==> config.mk <==
export PLATFORM = sky130hd
export DESIGN_NAME = mod_updown_counter
export DESIGN_NICKNAME = d
export VERILOG_FILES = /design/src/rtl/mod_updown_counter.sv
export SDC_FILE = /design/constraint.sdc
export NUM_CORES = 1
export LEC_CHECK = 0
export BUFFER_PORTS_ARGS = -buffer_cell sky130_fd_sc_hd__clkbuf_2
export CAP_MARGIN = 20
export CORE_MARGIN = 3
export CORE_UTILIZATION = 30
export DETAILED_ROUTE_END_ITERATION = 7
export GPL_TIMING_DRIVEN = 0
export MAX_ROUTING_LAYER = met4
export SLEW_MARGIN = 20
export SYNTH_ARGS = -nofsm -noshare
export SYNTH_HDL_FRONTEND = slang
export SYNTH_SLANG_ARGS = --single-unit
==> constraint.sdc <==
create_clock -name i_sysclk -period 1.95 [get_ports i_sysclk]
set_clock_uncertainty 0.05 [all_clocks]
set_input_delay 0 -clock i_sysclk [delete_from_list [all_inputs] [get_ports i_sysclk]]
set_output_delay 0 -clock i_sysclk [all_outputs]
set_load 0.05 [all_outputs]
==> src/rtl/mod_updown_counter.sv <==
// Modulo-N up/down counter with clamped synchronous load and wrap/saturate bounds; count latency 1 cycle.
// Carry/borrow strobes are combinational for zero-latency cascading; no backpressure, enable steps every cycle.
module mod_updown_counter #(
    parameter int WIDTH       = 8,
    parameter int MODULUS     = 60,
    parameter int RESET_VALUE = 0,
    parameter int SATURATE    = 0
) (
    input  logic             i_sysclk,
    input  logic             i_reset,
    input  logic             i_en,
    input  logic             i_dir,
    input  logic             i_load,
    input  logic [WIDTH-1:0] i_load_value,
    output logic [WIDTH-1:0] o_count,
    output logic             o_carry,
    output logic             o_borrow,
    output logic             o_at_max,
    output logic             o_at_min
);

    // MODULUS-1 truncated to WIDTH so MODULUS = 2^WIDTH rolls over naturally.
    localparam logic [WIDTH-1:0] MAX_VAL = WIDTH'(MODULUS - 1);
    localparam logic [WIDTH-1:0] RST_VAL = WIDTH'(RESET_VALUE);
    localparam logic [WIDTH-1:0] MIN_VAL = '0;
    localparam logic [WIDTH-1:0] ONE     = WIDTH'(1);

    logic [WIDTH-1:0] count_q;
    logic [WIDTH-1:0] count_d;
    logic             at_max;
    logic             at_min;
    logic             step_ok;

    assign at_max  = (count_q == MAX_VAL);
    assign at_min  = (count_q == MIN_VAL);
    assign step_ok = i_en & ~i_load & ~i_reset;

    always_comb begin
        count_d = count_q;
        if (i_load) begin
            // Out-of-range loads clamp so the register never leaves 0..MODULUS-1.
            count_d = (i_load_value > MAX_VAL) ? MAX_VAL : i_load_value;
        end else if (i_en) begin
            if (!i_dir) begin
                if (!at_max)
                    count_d = count_q + ONE;
                else if (SATURATE == 0)
                    count_d = MIN_VAL;
            end else begin
                if (!at_min)
                    count_d = count_q - ONE;
                else if (SATURATE == 0)
                    count_d = MAX_VAL;
            end
        end
    end

    always_ff @(posedge i_sysclk) begin
        if (i_reset)
            count_q <= RST_VAL;
        else
            count_q <= count_d;
    end

    assign o_count  = count_q;
    assign o_at_max = at_max;
    assign o_at_min = at_min;
    assign o_carry  = step_ok & ~i_dir & at_max;
    assign o_borrow = step_ok &  i_dir & at_min;

endmodule

==> flow_summary.yaml, run 1 <==
sta:
  setup-violations-final: 0
  slew_headroom: 0.644
  rsz0062_at_grt: "false"
  fin_crit_ns: 1.89
  setup_ws_ns: 0.0603
  fmax_mhz: 529
  fin_crit_sh: 0.969
  drv_slew: 0
  timing_hold_violations_final: 0
  worst_slew_pin_slew_ns: 0.533
critical_path:
  reg2reg_to: "o_count[2]"
  critPathTopFamily: "simple AND/OR/NAND/NOR gates"
  cp-start-kind: "register"
  required_ns: 1.90
  cpMaxStageDelayCell: "dfxtp_2"
  crit_arrival_ns: 1.84
  regToRegStartpoint: "o_count[0]"
  cp-startpoint: "o_count[0]"
  worstSetupPathType: "reg2out"
  critical_path_buf_inv_count: 1
  cpPeakStageDelay_ns: 0.38
  r2r_slack_ns: 0.11
  cp-end-kind: "output port"
  rr_worst_depth: 5
  cp_max_fo: 7
  crit_chain: "ha_1, nor4b_4, and3_1, and2_1, clkbuf_4"
min_path:
  hold_depth: 3
  min_path_type: "in2reg"
  worstHoldEndpoint: "o_count[4]"
  min_from: "i_load_value[4]"
drt:
  ant_nets: 0
  drt-total-wl_mm: 2.69
  dr.pass1.iters: 4
  vias: 1006
  route.detailed.drc: 0
  wire_per_inst_um: 15.4
  routed_via_density: 5.78
  detail_route.iter0.violations: 47
status:
  outcome: "finished, final reports clean"
finish:
  largest_reg_flops: 8
  num-nets-final: 161
  num_antenna_cells: 0
  fillerInstances: 282
  drive_above_1_share: 0.313
  syn2layout_area_growth_pct: 26.5
clocking:
  cts_buffers: 3
  clock_latency_ns: 0.27
  h-tree-depth: 1
  cts_buffer_depth: 2
  clockRootBuffer: "clkbuf_4"
  cts_tree: "done"
  clk_pin_slew_ns: 0.07
  clock-sinks: 8
placed_design:
  post-dp-hpwl_mm: 2.05
  place_congestion: 0.921
  numPortBuffers: 23
  pre_cts_slack_ns: -0.144
yosys:
  synthTopCellsByArea: "dfxtp_1, nor2_1, o21ai_0"
  seq_area_frac_synth: 0.191
  synth_area_per_cell_um2: 7.24
  synth_edf_count: 0
  ys_seq_elements: 8
  async_flop_share: 0
  synth_cells: 116
  synth_top_cells_by_count: "nor2_1, dfxtp_1, nand2_1, inv_1, o21ai_0"
  syn-num-nets: 131
  synth_most_common_cell: "nor2_1"
  synth_ff_type: "dfxtp_1"
  netlist_area_um2: 840
  synth_warnings: 0
  synth_top_area_frac: 0.191
  synth_top_area_cell: "dfxtp_1"
  ys_types: 45
global_route:
  grt_start_max_net_pins: 11
  antenna_found_initial: 0
  grt_pass1_wl_mm: 4.45
  grt_usage: 0.170
  grt-ovfl-total: 0
  grt_pass1_vias: 968
power:
  cellPowerDensity_mw_per_mm2: 540
  combPwrFrac: 0.430
  clkPwrFrac: 0.245
  peakVddDrop_uv: 279
  leakage_uw: 0.000447
  p_int_uw: 332
  pwr-share-seq: 0.325
  power_uw: 573
  switching_share: 0.420
  p_sw_uw: 241
die:
  rows: 18
  die_h_um: 58.9
  die_x_um: 58.9
  io_pins: 25
  die-area_mm2: 0.00347
  start_util: 0.327
  core_mm2: 0.00257
flow_run:
  maxCapViolCount: 0
routing by layer:
layer	vias up	part of all wire	GRT usage
li1	499	-	-
met1	451	0.44	0.223
met2	50	0.47	0.260
met3	6	0.078	0.0241
met4	0	0.016	0.0712
met5	-	0	-
tightest hold or removal path: stages:
cell and delay, ns:
clkbuf_2 0.09, nor2_1 0.11, o32ai_1 0.08
timing repair:
item                                   CTS  global route
setup endpoints to repair                7             2
hold buffers                             2             0
resized for setup                        2             2
pin swaps                                0             1
endpoints found under the hold margin    2             0
setup buffers                            0             0
cell families (layout without fill, tap and decap cells):
family                     Yosys count  count (layout)  share of synthesized area
AOI/OAI and AO/OA                   35              35                      0.295
xor gates and xnor gates             2               2                     0.0209
buffers and inverters               17              45                     0.0984
adders and majority gates            2               2                     0.0298
DFF                                  8               8                      0.191
and+or+nand+nor                     52              52                      0.365
power groups by stage:
stage	Sequential, µW	Clock [µW]	Combinational, µW
floorplan	226	0	141
global placement	190	0	237
detailed placement	190	0	240
CTS	186	143	246
global route	188	149	266
finish	186	140	246
layout make-up:
class                           count  area, µm²  share of cell area
Buffer                             10       56.3              0.0530
Clock buffer                        3       22.5              0.0212
Inverter                            7       26.3              0.0247
Multi-Input combinational cell     91        619               0.583
Sequential cell                     8        163               0.153
Tap cell                           30       37.5              0.0353
Timing Repair Buffer               25        138               0.130
how the worst max path moves through the flow:
stage / slack, ns / cells after the start / endpoint
final: 0.06 / 5 / o_carry
after global routing: 0.01 / 5 / o_count[2]
after CTS: 0.02 / 5 / o_carry
after detailed placement: -0.14 / 5 / o_count[3]
after global placement: -0.09 / 5 / o_count[3]
after floorplan: -0.15 / 5 / o_count[2]
metrics by stage:
stage,TNS (ns),cell area [µm²],utilization,std cells,hold slack [ns]
finish,0,1060,0.414,174,0.0188
global route,0,1060,0.414,174,0.0317
CTS,0,1060,0.413,174,0.0202
detailed placement,-0.335,1000,0.390,169,0.251
global placement,-0.193,1000,0.390,169,0.247
floorplan,-0.149,850,-,116,0.139
layout by cell type (no fill, tap or decap), types with 4 or more instances in the layout:
master / n
a21oi_1: 5
a31oi_1: 4
buf_2: 6
clkbuf_2: 22
clkbuf_4: 4
dfxtp_1: 6
inv_1: 7
nand2_1: 8
nand4_1: 4
nor2_1: 11
o21ai_0: 7
or3_1: 4
Power figures use the tool's default switching activity.
==> inputs of run 2 (changes only) <==
CAP_MARGIN = not set   (was 20)
PLACE_DENSITY = 0.56   (was not set)
clock period = 2.4 ns   (was 1.95 ns; I/O delays follow)
==> run 2 against run 1 <==
Flip-flop and latch count unchanged. Cell count down 0.57%. Setup slack gained 0.20 ns. Core utilization is 1.2 points lower. Register-to-register slack gained 0.34 ns. Critical endpoint unchanged. Largest cell class unchanged.
==> flow_summary.yaml, run 2 (same netlist as run 1, synthesis figures left out) <==
status:
  outcome: "finished, final reports clean"
drt:
  wl_met3_um: 272
  dr.pass1.iters: 5
  drt-total-wl_mm: 2.74
  wire_per_inst_um: 15.8
  ant_nets: 0
  wirelength_met1_mm: 1.10
  vias: 1026
  route.detailed.drc: 0
  routed_via_density: 5.93
  wl_met2_mm: 1.31
  detail_route.iter0.violations: 54
  top_layer_used: "met4"
finish:
  syn2layout_area_growth_pct: 23.0
  drive_above_1_share: 0.287
  seq_area_um2: 160
  fillerInstances: 288
  largest_reg_flops: 8
  multiInputGateArea_um2: 604
  num-nets-final: 160
  final_cell_mix: "clkbuf_2, nor2_1, nand2_1, dfxtp_1"
  final_area_mm2: 0.00103
  layout_commonest_cell: "clkbuf_2"
  num_antenna_cells: 0
die:
  core_mm2: 0.00257
  rows: 18
  die-area_mm2: 0.00347
  die_h_um: 58.9
  start_util: 0.327
  io_pins: 25
  die_x_um: 58.9
sta:
  rsz0062_at_grt: "false"
  slew_headroom: 0.639
  fin_crit_sh: 0.891
  fin_crit_ns: 2.14
  worst_slew_pin_slew_ns: 0.541
  setup-tns-final_ns: 0
  timing_hold_violations_final: 0
  fmax_mhz: 468
  drv_slew: 0
  setup-violations-final: 0
placed_design:
  place_congestion: 0.826
  post-dp-hpwl_mm: 1.98
  numPortBuffers: 23
  dpl-instance-area_um2: 993
clocking:
  h-tree-depth: 1
  cts_tree: "done"
  clockRootBuffer: "clkbuf_4"
  post_cts_buffers: 0
  cts_buffers: 3
  clock-sinks: 8
  cts_buffer_depth: 2
  clk_pin_slew_ns: 0.07
  clock_latency_ns: 0.27
power:
  peakVddDrop_uv: 248
  cellPowerDensity_mw_per_mm2: 455
  leakage_uw: 0.000441
min_path:
  min_path_type: "in2reg"
global_route:
  grt_usage: 0.183
  grt_pass1_wl_mm: 4.73
  grt_start_max_net_pins: 11
  antenna_found_initial: 0
  grt-ovfl-total: 0
  grt_pass1_vias: 964
critical_path:
  worstSetupPathType: "reg2out"
  cp_max_fo: 7
  cp-start-kind: "register"
  cp-end-kind: "output port"
  crit_arrival_ns: 2.09
  required_ns: 2.35
flow_run:
  maxCapViolCount: 0
run 2: worst paths after layout:
kind	startpoint	endpoint	slack, ns	depth (start not counted)
max	o_count[0]	o_carry	0.26	5
min	i_reset	o_count[4]	0.006	3
max reg2reg	o_count[0]	o_count[2]	0.45	5
min reg2reg	o_count[7]	o_count[7]	0.62	2
run 2: routing by layer:
metal,track usage,vias up
met2,0.285,58
met1,0.236,470
li1,-,492
met4,0.0712,0
met5,-,-
met3,0.0285,6
run 2: critical path, stage by stage, from the launching register on:
cell      delay, ns
dfxtp_1        0.44
ha_1           0.28
nor4b_2        0.43
and3_1         0.26
and2_1         0.13
clkbuf_2       0.27
run 2: metrics by stage:
stage / hold slack, ns / power (µW) / std cells / util / setup WS, ns
2_1_floorplan: 0.144 / 296 / 116 / - / 0.0820
3_3_place_gp: 0.256 / 345 / 169 / 0.387 / 0.345
3_5_place_dp: 0.262 / 347 / 169 / 0.387 / 0.331
4_1_cts: 0.00358 / 465 / 173 / 0.400 / 0.0298
5_1_grt: 0.0341 / 500 / 173 / 0.402 / 0.158
6_report: 0.00565 / 470 / 173 / 0.402 / 0.263
run 2: power by group:
group          total [µW]  internal, µW  switching [µW]  leakage [µW]
Combinational         198          67.5             131      0.000361
Clock                 121          58.1            62.9     0.0000138
Sequential            151           142            9.17     0.0000660
run 2: area by class of cell:
class / count / share of cell area
Multi-Input combinational cell: 91 / 0.585
Buffer: 10 / 0.0545
Timing Repair Buffer: 24 / 0.121
Inverter: 7 / 0.0255
Sequential cell: 8 / 0.155
Tap cell: 30 / 0.0364
Clock buffer: 3 / 0.0218
run 2: repair_timing:
action                                  CTS  global route
endpoints found under the hold margin     1             0
hold buffers                              1             0
endpoints found under the setup margin    0             2
gates resized for setup                   0             1
==> inputs of run 3 (changes only) <==
RECOVER_POWER = 100   (was not set)
==> run 3 against run 2 <==
Die area unchanged. Core utilization down 0.63 points. Via count up 0.29%. Fmax down 0.13%. Largest cell class unchanged.
==> flow_summary.yaml, run 3 (same netlist as run 1, synthesis figures left out) <==
status:
  outcome: "finished, final reports clean"
power:
  p_int_uw: 263
  pwr-share-seq: 0.323
  cellPowerDensity_mw_per_mm2: 459
  leakage_uw: 0.000404
  power_uw: 466
  p_sw_uw: 203
  combPwrFrac: 0.415
  clkPwrFrac: 0.262
  peakVddDrop_uv: 241
  switching_share: 0.436
drt:
  drt-total-wl_mm: 2.73
  routed_via_density: 5.95
  wire_per_inst_um: 15.8
  vias: 1029
  ant_nets: 0
  detail_route.iter0.violations: 66
  route.detailed.drc: 0
  dr.pass1.iters: 4
placed_design:
  numPortBuffers: 23
  pre_cts_slack_ns: 0.331
  placed_cells: 169
  post-dp-hpwl_mm: 1.98
  place_congestion: 0.826
  dpl-instance-area_um2: 993
finish:
  final_area_mm2: 0.00102
  drive_above_1_share: 0.210
  syn2layout_area_growth_pct: 21.0
  fin_cells: 173
  num_antenna_cells: 0
  num-nets-final: 160
  largest_reg_flops: 8
  final_cell_mix: "clkbuf_1, clkbuf_2, nor2_1"
sta:
  slew_headroom: 0.603
  fmax_mhz: 467
  setup-tns-final_ns: 0
  setup-violations-final: 0
  worst_slew_pin_slew_ns: 0.599
  fin_crit_ns: 2.14
  timing_hold_violations_final: 0
  rsz0062_at_grt: "false"
  setup_ws_ns: 0.260
  fin_crit_sh: 0.892
  drv_slew: 0
die:
  die_h_um: 58.9
  start_util: 0.327
  die-area_mm2: 0.00347
  rows: 18
  core_mm2: 0.00257
  die_x_um: 58.9
  io_pins: 25
global_route:
  grt_usage: 0.183
  grt_pass1_vias: 964
  grt_start_max_net_pins: 11
  grt_pass1_wl_mm: 4.73
  antenna_found_initial: 0
  grt-ovfl-total: 0
clocking:
  clock-sinks: 8
  h-tree-depth: 1
  clk_pin_slew_ns: 0.07
  cts_tree: "done"
  clock_latency_ns: 0.28
  clockRootBuffer: "clkbuf_4"
  cts_buffers: 3
  post_cts_buffers: 0
  cts_buffer_depth: 2
critical_path:
  cp_max_fo: 9
  cp-start-kind: "register"
  required_ns: 2.35
  crit_arrival_ns: 2.09
  regToRegStartpoint: "o_count[0]"
  cp-startpoint: "o_count[0]"
  cp-end-kind: "output port"
  worstSetupPathType: "reg2out"
min_path:
  min_from: "i_reset"
  min_path_type: "in2reg"
flow_run:
  maxCapViolCount: 0
[run 3: area by class of cell]
type	count	area, µm²
plain buffers	10	52.6
inverters	7	26.3
multi-input cells	91	604
repair buffers	24	113
clock buffers	3	22.5
fillers	290	1550
flip-flops and latches	8	160
well taps	30	37.5
[run 3: routing by layer]
metal  wire length [µm]  vias to the layer above  track usage
met5                  0                        -            -
met4                 56                        0       0.0712
met3                249                        6       0.0285
met2               1290                       59        0.285
met1               1140                      471        0.236
li1                   -                      493            -
[run 3: final timing paths]
| check | to | slack [ns] | depth (start not counted) |
|---|---|---|---|
| max | o_borrow | 0.26 | 6 |
| max reg2reg | o_count[2] | 0.45 | 5 |
| min | o_count[4] | 0.004 | 3 |
| min reg2reg | o_count[7] | 0.61 | 2 |
[run 3: critical path, cell delays in order (launching register included)]
cell and delay [ns]:
dfxtp_1 0.37, inv_1 0.13, ha_1 0.16, clkbuf_1 0.34
nand4_1 0.17, nor3_1 0.16, clkbuf_1 0.49
[run 3: stage by stage]
step,hold WS (ns),utilization
6_report,0.00352,0.396
4_1_cts,0.00358,0.400
2_1_floorplan,0.144,-
5_1_grt,0.0341,0.396
3_3_place_gp,0.256,0.387
3_5_place_dp,0.262,0.387
[run 3: power groups by stage]
| stage | Clock, µW | Sequential (µW) | Combinational, µW |
|---|---|---|---|
| 2_1_floorplan | 0 | 183 | 113 |
| 5_1_grt | 132 | 153 | 210 |
| 6_report | 122 | 151 | 193 |
| 4_1_cts | 120 | 151 | 195 |
| 3_3_place_gp | 0 | 153 | 192 |
| 3_5_place_dp | 0 | 154 | 193 |
[run 3: what timing repair did]
action	in CTS	in global routing
hold buffers	1	0
hold endpoints to repair	1	0
gates resized for setup	0	1
endpoints found under the setup margin	0	2
